[src/rtl/y86_seq_controller.sv]
// Stage sequencer for the Y86-64 SEQ datapath: fetch/decode/execute/memory/write-back/PC, memory handshakes, status code.
// Optional macro PERF_COUNTERS_EN builds the busy-cycle and retired-instruction counters; otherwise they read as zero.
module y86_seq_controller #(
  parameter int TMO_W = 4,
  parameter int CNT_W = 32
) (
  input  logic             clk,
  input  logic             rst_n,
  input  logic             start,
  input  logic [3:0]       icode,
  input  logic             cnd,
  input  logic             instr_valid,
  input  logic             imem_error,
  input  logic             dmem_error,
  input  logic             imem_ack,
  input  logic             dmem_ack,
  output logic             imem_req,
  output logic             dmem_req,
  output logic             f_en,
  output logic             d_en,
  output logic             e_en,
  output logic             m_en,
  output logic             cc_en,
  output logic             rf_we_e,
  output logic             rf_we_m,
  output logic             pc_en,
  output logic [2:0]       stat,
  output logic             busy,
  output logic [CNT_W-1:0] cycle_count,
  output logic [CNT_W-1:0] instr_count
);

  typedef enum logic [3:0] {
    IDLE, FETCH, DECODE, EXECUTE, MEMORY, WRBACK, PCUPD, HALT, ERROR
  } state_t;

  localparam logic [2:0] STAT_AOK = 3'd1;
  localparam logic [2:0] STAT_HLT = 3'd2;
  localparam logic [2:0] STAT_ADR = 3'd3;
  localparam logic [2:0] STAT_INS = 3'd4;

  // One below all-ones: a missing ack in this cycle makes the count terminal.
  localparam logic [TMO_W-1:0] TMO_LAST = {{(TMO_W-1){1'b1}}, 1'b0};

  state_t           state;
  logic [TMO_W-1:0] tmoCnt;
  logic             imemAck;
  logic             dmemAck;
  logic             tmoHit;
  logic             isMemOp;
  logic             writesValE;
  logic             writesValM;

  // Acks only count while the matching request is up.
  assign imemAck    = imem_req & imem_ack;
  assign dmemAck    = dmem_req & dmem_ack;
  assign tmoHit     = (tmoCnt == TMO_LAST);
  assign isMemOp    = icode inside {4'h4, 4'h5, 4'h8, 4'h9, 4'hA, 4'hB};
  assign writesValE = (icode inside {4'h3, 4'h6, 4'h8, 4'h9, 4'hA, 4'hB}) ||
                      ((icode == 4'h2) && cnd);
  assign writesValM = icode inside {4'h5, 4'hB};

  assign f_en    = (state == FETCH) && imemAck;
  assign d_en    = (state == DECODE);
  assign e_en    = (state == EXECUTE);
  assign cc_en   = (state == EXECUTE) && (icode == 4'h6);
  assign m_en    = (state == MEMORY) && dmemAck && !dmem_error;
  assign rf_we_e = (state == WRBACK) && writesValE;
  assign rf_we_m = (state == WRBACK) && writesValM;
  assign pc_en   = (state == PCUPD);

  always_ff @(posedge clk or negedge rst_n) begin
    if (!rst_n) begin
      state    <= IDLE;
      imem_req <= 1'b0;
      dmem_req <= 1'b0;
      stat     <= STAT_AOK;
      busy     <= 1'b0;
      tmoCnt   <= '0;
    end else begin
      case (state)
        IDLE: begin
          if (start) begin
            state    <= FETCH;
            imem_req <= 1'b1;
            busy     <= 1'b1;
            tmoCnt   <= '0;
          end
        end
        FETCH: begin
          if (imemAck) begin
            imem_req <= 1'b0;
            if (imem_error) begin
              state <= ERROR;
              stat  <= STAT_ADR;
              busy  <= 1'b0;
            end else if (!instr_valid) begin
              state <= ERROR;
              stat  <= STAT_INS;
              busy  <= 1'b0;
            end else if (icode == 4'h0) begin
              state <= HALT;
              stat  <= STAT_HLT;
              busy  <= 1'b0;
            end else begin
              state <= DECODE;
            end
          end else begin
            tmoCnt <= tmoCnt + 1'b1;
            if (tmoHit) begin
              state    <= ERROR;
              stat     <= STAT_ADR;
              imem_req <= 1'b0;
              busy     <= 1'b0;
            end
          end
        end
        DECODE: state <= EXECUTE;
        EXECUTE: begin
          if (isMemOp) begin
            state    <= MEMORY;
            dmem_req <= 1'b1;
            tmoCnt   <= '0;
          end else begin
            state <= WRBACK;
          end
        end
        MEMORY: begin
          if (dmemAck) begin
            dmem_req <= 1'b0;
            if (dmem_error) begin
              state <= ERROR;
              stat  <= STAT_ADR;
              busy  <= 1'b0;
            end else begin
              state <= WRBACK;
            end
          end else begin
            tmoCnt <= tmoCnt + 1'b1;
            if (tmoHit) begin
              state    <= ERROR;
              stat     <= STAT_ADR;
              dmem_req <= 1'b0;
              busy     <= 1'b0;
            end
          end
        end
        WRBACK: state <= PCUPD;
        PCUPD: begin
          state    <= FETCH;
          imem_req <= 1'b1;
          tmoCnt   <= '0;
        end
        HALT:  state <= HALT;
        ERROR: state <= ERROR;
        default: begin
          state    <= IDLE;
          imem_req <= 1'b0;
          dmem_req <= 1'b0;
          busy     <= 1'b0;
        end
      endcase
    end
  end

`ifdef PERF_COUNTERS_EN
  logic [CNT_W-1:0] cycleCnt;
  logic [CNT_W-1:0] instrCnt;

  always_ff @(posedge clk or negedge rst_n) begin
    if (!rst_n) begin
      cycleCnt <= '0;
      instrCnt <= '0;
    end else begin
      if (busy)  cycleCnt <= cycleCnt + 1'b1;
      if (pc_en) instrCnt <= instrCnt + 1'b1;
    end
  end

  assign cycle_count = cycleCnt;
  assign instr_count = instrCnt;
`else
  assign cycle_count = '0;
  assign instr_count = '0;
`endif

endmodule

[config.mk]
export PLATFORM = sky130hd
export DESIGN_NAME = y86_seq_controller
export DESIGN_NICKNAME = d
export VERILOG_FILES = /design/src/rtl/y86_seq_controller.sv
export SDC_FILE = /design/constraint.sdc
export NUM_CORES = 1
export LEC_CHECK = 0
export BUFFER_PORTS_ARGS = -buffer_cell sky130_fd_sc_hd__buf_2
export CAP_MARGIN = 20
export CORE_MARGIN = 1.5
export CORE_UTILIZATION = 30
export DETAILED_ROUTE_END_ITERATION = 8
export SYNTH_ARGS = -nofsm -noshare
export SYNTH_HDL_FRONTEND = slang
export SYNTH_SLANG_ARGS = --single-unit
[constraint.sdc]
create_clock -name clk -period 2.9 [get_ports clk]
set_input_delay 0 -clock clk [delete_from_list [all_inputs] [get_ports clk]]
set_output_delay 0 -clock clk [all_outputs]
set_load 0.1 [all_outputs]
==> results of run 1 <==
through the flow:
step | hold slack [ns] | TNS (ns) | util
after floorplan | -0.296 | -2.36 | -
after global placement | -0.0731 | 0 | 0.302
after detailed placement | -0.0709 | 0 | 0.302
after CTS | 0.0772 | 0 | 0.313
after global routing | 0.0934 | 0 | 0.313
final | 0.0747 | 0 | 0.313
where the power goes:
group          switching, mW  internal [mW]
clock                 0.0725         0.0972
combinational           1.08          0.361
sequential             0.171          0.275
routing by layer:
metal	part of all wire	vias to the layer above
li1	-	620
met1	0.39	604
met2	0.50	71
met3	0.086	6
met4	0.016	0
met5	0	-
synthesized netlist by cell type (2+ instances only):
cell type	n	area share
a21oi_1	8	0.024
a32o_1	3	0.018
buf_2	3	0.0092
buf_4	64	0.29
buf_6	2	0.014
clkbuf_1	4	0.0092
dfrtp_1	13	0.20
ha_1	2	0.015
inv_1	4	0.0092
nand2_1	8	0.018
nand2b_1	5	0.019
nand3_1	3	0.0092
nor2_1	16	0.037
nor2b_1	5	0.019
nor3_1	5	0.015
nor3b_1	2	0.0092
nor4b_1	4	0.021
o2111ai_1	2	0.011
o21a_1	2	0.0092
o21ai_0	7	0.021
o31ai_1	2	0.0092
or4b_2	2	0.012
layout make-up:
class	count	area [sq um]	area share
Multi-Input combinational cell	172	977	0.604
Sequential cell	14	352	0.217
Timing Repair Buffer	27	140	0.0867
Tap cell	70	87.6	0.0542
Clock buffer	4	45.0	0.0279
Inverter	4	15.0	0.00929
cell families (layout without fill, tap and decap cells):
kind of cell             after synthesis  count (layout)  share of synthesized area
adder cells (fa/ha/maj)                2               2                     0.0153
AND/OR/NAND/NOR                       63              63                      0.227
XOR/XNOR                               2               2                     0.0107
flip-flops                            14              14                      0.215
other                                  1              64                    0.00229
buffers and inverters                 78              35                      0.337
AO/OA/AOI/OAI                         38              38                      0.171
multiplexers                           3               3                     0.0221
worst paths after layout:
path | startpoint | endpoint | slack [ns] | cells past startpoint
worst min register to register | stat[1]$_DFFE_PN0P_ | stat[1]$_DFFE_PN0P_ | 0.49 | 1
worst max-delay path | state[1]$_DFFE_PN0N_ | m_en | 0.61 | 3
max in group asynchronous | rst_n | stat[0]$_DFFE_PN1P_ | 2.42 | 2
min in group asynchronous | rst_n | imem_req$_DFFE_PN0P_ | 0.18 | 2
worst max register to register | state[1]$_DFFE_PN0N_ | tmoCnt[1]$_DFFE_PN0P_ | 0.62 | 4
worst min-delay path | instr_valid | stat[2]$_DFFE_PN0P_ | 0.07 | 3
worst min-delay path: stages:
cell     delay (ns)
buf_2          0.09
or4_4          0.11
o21ai_0        0.07
registers in the layout (all words and copies together) (netlist names):
register	cells
busy	1
stat	3
dmem_req	1
imem_req	1
tmoCnt	4
state	4
==> impl_metrics.toml, run 1 <==
[clock_tree]
cts_setup_buffers = 0
clockBufferDepth = 2
htree_num_levels = 1
cts_tree = "done"
clock-sinks = 14
clk_latency_ns = 0.25
clkSlewWorstSetupHoldPaths_ns = 0.06
cts_buffers = 3
ctsHoldBuffers = 1
root_buffer = "clkbuf_8"
ctsResizeCount = 0

[global_routing]
grt_util_all_layers = 0.110
grt_max_degree = 24
gr-usage-met1 = 0.133
grtUsageMet3 = 0.0262
grt-ovfl-total = 0
use_met2 = 0.183
grt_pass1_vias = 1087
antenna_found_initial = 0
grt_busiest_layer = "met2"
grt_pass1_wl_mm = 5.20

[floorplan]
core_sq_um = 5170
initial_core_util = 0.317
fp-row-count = 26
io_pins = 91
dieArea_sq_um = 5920
die_h_um = 76.9
die_w_um = 76.9

[placement]
postPlaceCellArea_sq_um = 1560
port_buffers = 26
post-place-ws_ns = 0.652
dp.final_hpwl_mm = 2.58
dp.cells = 286
place.gp.congestion = 0.875

[setup_path]
arrival_ns = 2.29
endpoint_kind = "output port"
slowest_stage = "or4b_1"
worstPathMaxFanout = 21
start_kind = "flip-flop"
crit_family = "simple AND/OR/NAND/NOR gates"
max_stage_delay_ns = 0.74
worstSetupPathType = "flip-flop to output port"
cp_cell_sequence = "or4b_1 > nor3_2 > buf_2"
cp.required_ns = 2.90
path_buf_inv = 1

[timing]
rsz0062_at_grt = "no"
min_period_over_period = 0.790
worstMarginPinSlew_ns = 0.605
final_max_slew_viol_count = 0
clock.fmax_mhz = 436
skew_ns = 0.00528
worst_slew_margin_rel = 0.591
final.setup.worst_slack_ns = 0.609
finalSetupViolations = 0
finalHoldViolCount = 0
period_needed_ns = 2.29

[detailed_routing]
drtIter0Drc = 88
routed_wl_mm = 3.26
ant_nets = 0
wl_per_cell_um = 11.2
num_vias = 1301
drt_first_pass_iters = 4
drc = 0
viasPerCell = 4.47

[pwr]
p_per_area_nw_per_um2 = 1270
finalPower_mw = 2.06
ir_worst_vdd_v = 0.000443
leakage_nw = 0.764

[synth]
synth_edf_count = 0
ys_types = 57
ys_ff_latch = 14
netlist_area_sq_um = 1640
postSynthAreaPerCell_sq_um = 8.15
synthFlopType = "dfrtp_1"
synthCells = 201
synth-async-reset-ratio = 1.00
synth_warnings = 0
seq_area_frac_synth = 0.215

[layout]
final_area_sq_um = 1620
final_cells = 291
fill_cells = 577
final_common_cell = "conb_1"
antenna_cells = 0
nNetsFinal = 237
final_cell_mix = "conb_1 (64), buf_2 (26), nor2_1 (16)"
drive_gt1_frac = 0.190
areaGrowthSynthToFinish_pct = -1.37

[outcome]
status = "finished clean"

[min_path]
hold_path.class = "input pin to flip-flop"

[flow_run]
maxCapViolations = 0
No activity file was read; power rests on OpenSTA's default activity.
==> run 2, diff against run 1 <==
==> constraint.sdc (replaced) <==
create_clock -name clk -period 2.1 [get_ports clk]
set_input_delay 0 -clock clk [delete_from_list [all_inputs] [get_ports clk]]
set_output_delay 0 -clock clk [all_outputs]
set_load 0.1 [all_outputs]
==> impl_metrics.toml, run 2 (synthesized netlist as in run 1, its figures left out) <==
[setup_path]
cp.required_ns = 2.10
start_kind = "flip-flop"
slowest_stage = "or4b_2"
endpoint_kind = "output port"
worstSetupPathType = "flip-flop to output port"
worstPathMaxFanout = 8
path_buf_inv = 2
cp_cell_sequence = "or4b_2 > buf_4 > nor2_2 > buf_12"
crit_family = "simple AND/OR/NAND/NOR gates"
arrival_ns = 1.95
max_stage_delay_ns = 0.72

[pwr]
power_switching_mw = 1.90
comb_power_share = 0.758
finalPower_mw = 3.05
p_per_area_nw_per_um2 = 1730
ir_worst_vdd_v = 0.000534
leakage_nw = 0.834
power_frac_seq = 0.165
p_clk_frac = 0.077
p_sw_frac = 0.623
p_int_mw = 1.15

[timing]
finalSetupViolations = 0
final.setup.worst_slack_ns = 0.152
hold_ws_ns = 0.0676
skew_ns = 0.00940
final_max_slew_viol_count = 0
finalHoldViolCount = 0
clock.fmax_mhz = 513
min_period_over_period = 0.927
rsz0062_at_grt = "no"
period_needed_ns = 1.95

[clock_tree]
clk_latency_ns = 0.25
htree_num_levels = 1
clkSlewWorstSetupHoldPaths_ns = 0.06
root_buffer = "clkbuf_8"
cts_setup_buffers = 0
clockBufferDepth = 2
cts_buffers = 3
cts_tree = "done"
clock-sinks = 14

[placement]
port_buffers = 26
post-place-ws_ns = 0.203
dp.final_hpwl_mm = 2.82
dp.cells = 297
place.gp.congestion = 0.828

[global_routing]
antenna_found_initial = 0
grt_pass1_vias = 1098
grt_max_degree = 17
grt_pass1_wl_mm = 5.51
grt_util_all_layers = 0.117
grt-ovfl-total = 0

[layout]
final_cell_mix = "conb_1 (64), buf_2 (24), nor2_1 (15)"
antenna_cells = 0
final_cells = 302
areaGrowthSynthToFinish_pct = 7.71
top_regs = "state x4, tmoCnt x4, stat x3"
final_common_cell = "conb_1"
nNetsFinal = 248
drive_gt1_frac = 0.259

[detailed_routing]
drtIter0Drc = 95
drt_first_pass_iters = 4
num_vias = 1360
m1WireLength_mm = 1.48
viasPerCell = 4.50
top_layer = "met4"
dr_wl_met3_um = 260
ant_nets = 0
wl_per_cell_um = 11.5
routed_wl_mm = 3.46
met2_length_mm = 1.68
drc = 0

[outcome]
status = "finished clean"

[floorplan]
die_h_um = 76.9
io_pins = 91
initial_core_util = 0.317
die_w_um = 76.9
dieArea_sq_um = 5920
core_sq_um = 5170
fp-row-count = 26

[min_path]
hold_path.class = "input pin to flip-flop"

[flow_run]
maxCapViolations = 0
## run 2: power groups by stage
stage / registers (mW) / logic [mW] / clock network, mW
after global placement: 0.501 / 2.29 / 0
after floorplan: 0.796 / 1.73 / 0
after detailed placement: 0.503 / 2.30 / 0
final: 0.502 / 2.31 / 0.235
after CTS: 0.501 / 2.31 / 0.240
after global routing: 0.521 / 2.45 / 0.252
## run 2: area by class of cell
class | instances | area (sq um)
fill | 562 | 3410
multi-input combinational | 172 | 1010
sequential | 14 | 354
timing repair buffer | 38 | 253
tap | 70 | 87.6
clock buffer | 4 | 45.0
inverter | 4 | 15.0
## run 2: repair_timing
action / in CTS / in global routing
endpoints found under the hold margin: 14 / 0
hold buffers: 1 / 0
resized for setup: 0 / 0
## run 2: tightest hold or removal path: stages
cell	delay (ns)
buf_2	0.09
or4_4	0.11
o21ai_0	0.06
## run 2: worst paths after layout
check | from | cells after the start | end | slack, ns
min | instr_valid | 3 | stat[2]$_DFFE_PN0P_ | 0.07
max reg2reg | state[0]$_DFFE_PN0N_ | 5 | tmoCnt[1]$_DFFE_PN0P_ | 0.16
min in group asynchronous | rst_n | 2 | state[3]$_DFFE_PN0N_ | 0.18
max | state[2]$_DFFE_PN0N_ | 4 | f_en | 0.15
min reg2reg | stat[1]$_DFFE_PN0P_ | 1 | stat[1]$_DFFE_PN0P_ | 0.49
max in group asynchronous | rst_n | 2 | stat[0]$_DFFE_PN1P_ | 1.62
## run 2: layer usage
layer,GRT usage,vias to the layer above
li1,-,640
met1,0.152,648
met2,0.188,70
met3,0.0238,2
met4,0.0500,0
met5,0,-
## run 2: metrics by stage
step                utilization  setup TNS (ns)  area (sq um)
detailed placement        0.331               0          1710
global route              0.341               0          1770
finish                    0.341               0          1770
global placement          0.331               0          1710
CTS                       0.341               0          1770
floorplan                     -           -1.53          1920
